==> config.mk <==
export PLATFORM = sky130hd
export DESIGN_NAME = engine_key_generator
export DESIGN_NICKNAME = d
export VERILOG_FILES = /design/src/rtl/aes_pkg.sv /design/src/rtl/aes_sbox.sv /design/src/rtl/engine_key_generator.sv
export SDC_FILE = /design/constraint.sdc
export NUM_CORES = 2
export LEC_CHECK = 0
export CAP_MARGIN = 20
export CORE_AREA = 2 2 604 606
export DETAILED_ROUTE_END_ITERATION = 10
export DIE_AREA = 0 0 606 608
export DONT_BUFFER_PORTS = 1
export PLACE_DENSITY = 0.42
export SLEW_MARGIN = 15
export SYNTH_ARGS = -nofsm -noshare
export SYNTH_HDL_FRONTEND = slang
export SYNTH_HIERARCHICAL = 1
export SYNTH_SLANG_ARGS = --single-unit
==> constraint.sdc <==
create_clock -name clk -period 8.1 [get_ports clk]
set_input_delay 0.405 -clock clk [delete_from_list [all_inputs] [get_ports clk]]
set_output_delay 0.405 -clock clk [all_outputs]
set_load 0.05 [all_outputs]
==> src/rtl/aes_pkg.sv <==
// Shared AES-128 definitions: key-expansion FSM states, round constants and
// the forward S-box table used by both the key schedule and SubBytes.
package aes_pkg;

  typedef enum logic [1:0] {
    IDLE   = 2'd0,
    EXPAND = 2'd1,
    START  = 2'd2,
    WAIT   = 2'd3
  } key_state_e;

  // Entry 0 is unused; round r uses RCON[r] for r = 1..10.
  localparam logic [0:10][7:0] RCON = {
    8'h00, 8'h01, 8'h02, 8'h04, 8'h08, 8'h10, 8'h20, 8'h40, 8'h80, 8'h1b, 8'h36
  };

  localparam logic [0:255][7:0] SBOX = {
    8'h63, 8'h7c, 8'h77, 8'h7b, 8'hf2, 8'h6b, 8'h6f, 8'hc5, 8'h30, 8'h01, 8'h67, 8'h2b, 8'hfe, 8'hd7, 8'hab, 8'h76,
    8'hca, 8'h82, 8'hc9, 8'h7d, 8'hfa, 8'h59, 8'h47, 8'hf0, 8'had, 8'hd4, 8'ha2, 8'haf, 8'h9c, 8'ha4, 8'h72, 8'hc0,
    8'hb7, 8'hfd, 8'h93, 8'h26, 8'h36, 8'h3f, 8'hf7, 8'hcc, 8'h34, 8'ha5, 8'he5, 8'hf1, 8'h71, 8'hd8, 8'h31, 8'h15,
    8'h04, 8'hc7, 8'h23, 8'hc3, 8'h18, 8'h96, 8'h05, 8'h9a, 8'h07, 8'h12, 8'h80, 8'he2, 8'heb, 8'h27, 8'hb2, 8'h75,
    8'h09, 8'h83, 8'h2c, 8'h1a, 8'h1b, 8'h6e, 8'h5a, 8'ha0, 8'h52, 8'h3b, 8'hd6, 8'hb3, 8'h29, 8'he3, 8'h2f, 8'h84,
    8'h53, 8'hd1, 8'h00, 8'hed, 8'h20, 8'hfc, 8'hb1, 8'h5b, 8'h6a, 8'hcb, 8'hbe, 8'h39, 8'h4a, 8'h4c, 8'h58, 8'hcf,
    8'hd0, 8'hef, 8'haa, 8'hfb, 8'h43, 8'h4d, 8'h33, 8'h85, 8'h45, 8'hf9, 8'h02, 8'h7f, 8'h50, 8'h3c, 8'h9f, 8'ha8,
    8'h51, 8'ha3, 8'h40, 8'h8f, 8'h92, 8'h9d, 8'h38, 8'hf5, 8'hbc, 8'hb6, 8'hda, 8'h21, 8'h10, 8'hff, 8'hf3, 8'hd2,
    8'hcd, 8'h0c, 8'h13, 8'hec, 8'h5f, 8'h97, 8'h44, 8'h17, 8'hc4, 8'ha7, 8'h7e, 8'h3d, 8'h64, 8'h5d, 8'h19, 8'h73,
    8'h60, 8'h81, 8'h4f, 8'hdc, 8'h22, 8'h2a, 8'h90, 8'h88, 8'h46, 8'hee, 8'hb8, 8'h14, 8'hde, 8'h5e, 8'h0b, 8'hdb,
    8'he0, 8'h32, 8'h3a, 8'h0a, 8'h49, 8'h06, 8'h24, 8'h5c, 8'hc2, 8'hd3, 8'hac, 8'h62, 8'h91, 8'h95, 8'he4, 8'h79,
    8'he7, 8'hc8, 8'h37, 8'h6d, 8'h8d, 8'hd5, 8'h4e, 8'ha9, 8'h6c, 8'h56, 8'hf4, 8'hea, 8'h65, 8'h7a, 8'hae, 8'h08,
    8'hba, 8'h78, 8'h25, 8'h2e, 8'h1c, 8'ha6, 8'hb4, 8'hc6, 8'he8, 8'hdd, 8'h74, 8'h1f, 8'h4b, 8'hbd, 8'h8b, 8'h8a,
    8'h70, 8'h3e, 8'hb5, 8'h66, 8'h48, 8'h03, 8'hf6, 8'h0e, 8'h61, 8'h35, 8'h57, 8'hb9, 8'h86, 8'hc1, 8'h1d, 8'h9e,
    8'he1, 8'hf8, 8'h98, 8'h11, 8'h69, 8'hd9, 8'h8e, 8'h94, 8'h9b, 8'h1e, 8'h87, 8'he9, 8'hce, 8'h55, 8'h28, 8'hdf,
    8'h8c, 8'ha1, 8'h89, 8'h0d, 8'hbf, 8'he6, 8'h42, 8'h68, 8'h41, 8'h99, 8'h2d, 8'h0f, 8'hb0, 8'h54, 8'hbb, 8'h16
  };

endpackage

==> src/rtl/aes_sbox.sv <==
// Combinational AES forward S-box: one byte in, one substituted byte out.
module aes_sbox
  import aes_pkg::*;
(
  input  logic [7:0] in_byte,
  output logic [7:0] out_byte
);

  assign out_byte = SBOX[in_byte];

endmodule

==> src/rtl/engine_key_generator.sv <==
// AES-128 key expansion, one round key per cycle, holding the full schedule
// stable for the round transformer until it reports completion.
module engine_key_generator
  import aes_pkg::*;
(
  input  logic         clk,
  input  logic         rst_,
  input  logic         key_start,
  input  logic [127:0] cipher_key,
  input  logic         transformer_done,
  output logic [127:0] round0_key,
  output logic [127:0] round1_key,
  output logic [127:0] round2_key,
  output logic [127:0] round3_key,
  output logic [127:0] round4_key,
  output logic [127:0] round5_key,
  output logic [127:0] round6_key,
  output logic [127:0] round7_key,
  output logic [127:0] round8_key,
  output logic [127:0] round9_key,
  output logic [127:0] round10_key,
  output logic         transformer_start,
  output logic         key_busy
);

  key_state_e   state_q, state_d;
  logic [3:0]   rnd_q, rnd_d;
  logic [127:0] round_keys_q [11];
  logic [127:0] round_keys_d [11];
  logic         start_q, start_d;
  logic         busy_q, busy_d;

  logic [127:0] prev_key;
  logic [31:0]  rot_word;
  logic [31:0]  sub_word;
  logic [31:0]  temp_word;
  logic [127:0] next_key;

  always_comb begin
    prev_key = round_keys_q[0];
    for (int i = 1; i < 11; i++) begin
      if (rnd_q == 4'(i)) prev_key = round_keys_q[i-1];
    end
  end

  assign rot_word = {prev_key[23:0], prev_key[31:24]};

  for (genvar g = 0; g < 4; g++) begin : g_subword
    aes_sbox u_sbox (
      .in_byte  (rot_word[8*g +: 8]),
      .out_byte (sub_word[8*g +: 8])
    );
  end

  // Each word chains off the freshly computed word to its left.
  assign temp_word       = sub_word ^ {RCON[rnd_q], 24'h0};
  assign next_key[127:96] = prev_key[127:96] ^ temp_word;
  assign next_key[95:64]  = prev_key[95:64]  ^ next_key[127:96];
  assign next_key[63:32]  = prev_key[63:32]  ^ next_key[95:64];
  assign next_key[31:0]   = prev_key[31:0]   ^ next_key[63:32];

  always_comb begin
    state_d      = state_q;
    rnd_d        = rnd_q;
    round_keys_d = round_keys_q;
    start_d      = 1'b0;
    busy_d       = busy_q;
    case (state_q)
      IDLE: begin
        if (key_start) begin
          round_keys_d[0] = cipher_key;
          rnd_d           = 4'd1;
          busy_d          = 1'b1;
          state_d         = EXPAND;
        end
      end
      EXPAND: begin
        for (int i = 1; i < 11; i++) begin
          if (rnd_q == 4'(i)) round_keys_d[i] = next_key;
        end
        if (rnd_q == 4'd10) begin
          start_d = 1'b1;
          state_d = START;
        end else begin
          rnd_d = rnd_q + 4'd1;
        end
      end
      START: state_d = WAIT;
      WAIT: begin
        if (transformer_done) begin
          busy_d  = 1'b0;
          state_d = IDLE;
        end
      end
      default: state_d = IDLE;
    endcase
  end

  always_ff @(posedge clk) begin
    if (rst_) begin
      state_q <= IDLE;
      rnd_q   <= 4'd0;
      start_q <= 1'b0;
      busy_q  <= 1'b0;
      for (int i = 0; i < 11; i++) round_keys_q[i] <= '0;
    end else begin
      state_q      <= state_d;
      rnd_q        <= rnd_d;
      start_q      <= start_d;
      busy_q       <= busy_d;
      round_keys_q <= round_keys_d;
    end
  end

  assign round0_key        = round_keys_q[0];
  assign round1_key        = round_keys_q[1];
  assign round2_key        = round_keys_q[2];
  assign round3_key        = round_keys_q[3];
  assign round4_key        = round_keys_q[4];
  assign round5_key        = round_keys_q[5];
  assign round6_key        = round_keys_q[6];
  assign round7_key        = round_keys_q[7];
  assign round8_key        = round_keys_q[8];
  assign round9_key        = round_keys_q[9];
  assign round10_key       = round_keys_q[10];
  assign transformer_start = start_q;
  assign key_busy          = busy_q;

endmodule

==> impl_metrics.toml <==
[yosys]
synth_edf_count = 0
ys_types = 104
yosysWarnings = 6
synth_cells = 10500
syn_nets = 10700
synth_seq_cells = 1416
synth.area.top_cells = "dfxtp_1 35%, a211oi_1 6.3%, nand2_1 5.9%, a21oi_1 5.7%, nor2_1 5.5%"
avgSynthCellArea_um2 = 7.73
synth_area_mm2 = 0.0808
synth_ff_type = "dfxtp_1"
synthArstFlopShare = 0
netlist.area_leader.share = 0.351
yosys.area.top_type = "dfxtp_1"
synth_common_cells = "1416 x dfxtp_1, 1267 x nand2_1, 1186 x nor2_1"
yosysMostFrequentCell = "dfxtp_1"
seq_area_frac_synth = 0.351

[cts]
clockBufferDepth = 4
cts_tree = "done"
clock-sinks = 1416
ctsRootBufferMaster = "clkbuf_16"
numCtsBuffers = 187
postCtsSetupBuffers = 0
htreeDepth = 4
clk_pin_slew_worst_paths_ns = 0.06
clk_latency_ns = 0.95

[placed_design]
placed_area_mm2 = 0.0867
place_ws_ns = 0.187
dp.cells = 14600
hpwlAfterDp_um = 492000
portBuffers = 0
globalplace.congestion = 0.978

[finish]
drive_gt1_frac = 0.119
fin_area_mm2 = 0.0947
fin_cells = 15100
area_growth_pct = 17.3
final_util = 0.262
nets = 10300

[sta]
setup_tns_ns = 0
slew_headroom = 0.0728
whs_ns = 0.0888
setup_violations = 0
fmax_mhz = 126
skew_ns = 0.112
rsz0062_at_grt = "no"
worst_pin_slew_ns = 1.39
min_period_ns = 7.92
slew_viol_final = 0
finalWorstSetupSlack_ns = 0.183
final-hold-violation-count = 0
timing.final.crit_share = 0.977

[floorplanning]
die_x_um = 606
start_util = 0.223
io_pins = 1542
die-area_mm2 = 0.368
die_height_um = 608
core_area_mm2 = 0.362
num_rows = 221

[drt]
num_vias = 90800
drt_iter0_markers = 12700
drc = 0
detail-route-antenna-nets = 0
wire_per_inst_um = 44.1
first_pass_iters = 6
avgViaCountPerCell = 6.03
drt-total-wl_um = 665000

[pwr]
power_density_mw_per_mm2 = 583
power.leakage_nw = 33.4
peakVddDrop_v = 0.000516
total_power_mw = 55.3

[critical_path]
ff2ff_path_depth = 16
cp-start-kind = "register"
worstPathMaxFanout = 58
worstPathArrival_ns = 8.64
path_class = "register to register"
worst_ep_required_time_ns = 8.83
end_kind = "register"

[global_routing]
overflow = 0
grt_usage = 0.343
antenna_found_initial = 65
grt_pass1_vias = 81400
grt_first_pass_wirelength_um = 857000
grt_max_degree = 301

[min_path]
min_path_cells = 2
hold_path.class = "input pin to register"

[outcome]
run_status = "complete, no violations"

[run]
maxCapViolCount = 0
cells in the final DEF (no fill, tap or decap), drive strengths merged, types with 71 or more instances in the layout:
cell type | netlist | layout
a221oi | 137 | 137
nand2 | 1272 | 1272
or2 | 81 | 81
a311oi | 126 | 126
inv | 89 | 94
a21oi | 928 | 928
a221o | 77 | 77
nand3 | 227 | 227
nand2b | 135 | 135
nand3b | 109 | 109
ha | 71 | 71
or3b | 108 | 108
nor3b | 257 | 257
a211oi | 683 | 683
nor3 | 311 | 311
o31ai | 89 | 89
dlygate4sd3 | 0 | 135
clkbuf | 827 | 270
a211o | 230 | 230
dfxtp | 1416 | 1416
nor2b | 89 | 89
buf | 343 | 488
o22ai | 139 | 139
nor2 | 1213 | 1213
o21ai | 438 | 438
repair_timing:
item	in CTS	in global routing
endpoints found under the hold margin	285	83
hold buffers	135	1
resized for setup	0	1
endpoints found under the setup margin	0	10
path summary, 6_finish.rpt:
path,startpoint,endpoint,slack [ns]
max,rnd_q[3],round9_key[7],0.18
min,rst_,round0_key[85],0.09
max reg2reg,rnd_q[3],round9_key[7],0.18
min reg2reg,round3_key[121],round3_key[121],0.48
where the power goes:
group          switching, mW  internal (mW)  leakage [nW]  total [mW]
Sequential              1.99           7.35          11.4        9.33
Combinational           27.7           9.26          18.8        37.0
Clock                   3.73           5.26          3.14        8.99
Total                   33.4           21.9          33.4        55.3
cell type report:
class	count	area [um^2]
Sequential cell	1416	28400
Clock buffer	266	5320
Tap cell	4794	6000
Fill cell	39300	267000
Multi-Input combinational cell	7774	47800
Clock inverter	69	1130
Antenna cell	28	70.1
Timing Repair Buffer	628	5700
Inverter	94	370
routing by layer:
metal	track usage	vias up	share of wire
met5	0	-	0.00022
met4	0.206	22	0.073
met3	0.114	1317	0.11
met2	0.519	6139	0.43
met1	0.421	45800	0.39
li1	-	37600	-
worst max-delay path: stages, from the launching register on:
cell	delay, ns
dfxtp_4	0.59
buf_4	0.52
clkinv_1	0.93
a221oi_1	0.81
o221ai_1	0.28
a21oi_4	0.64
buf_4	0.63
nand2b_1	0.47
nor3_1	0.13
o41ai_1	0.42
o21ai_0	0.13
o22ai_1	0.55
buf_4	0.25
xnor3_1	0.47
buf_4	0.25
buf_4	0.20
a211o_1	0.26
cells by family after synthesis:
| family | synth area share |
|---|---|
| DFF | 0.351 |
| xor gates and xnor gates | 0.0242 |
| adders and majority gates | 0.0110 |
| muxes | 0.00906 |
| buffers and inverters | 0.0686 |
| and+or+nand+nor | 0.239 |
| AOI/OAI and AO/OA | 0.297 |
Power figures use the tool's default switching activity.
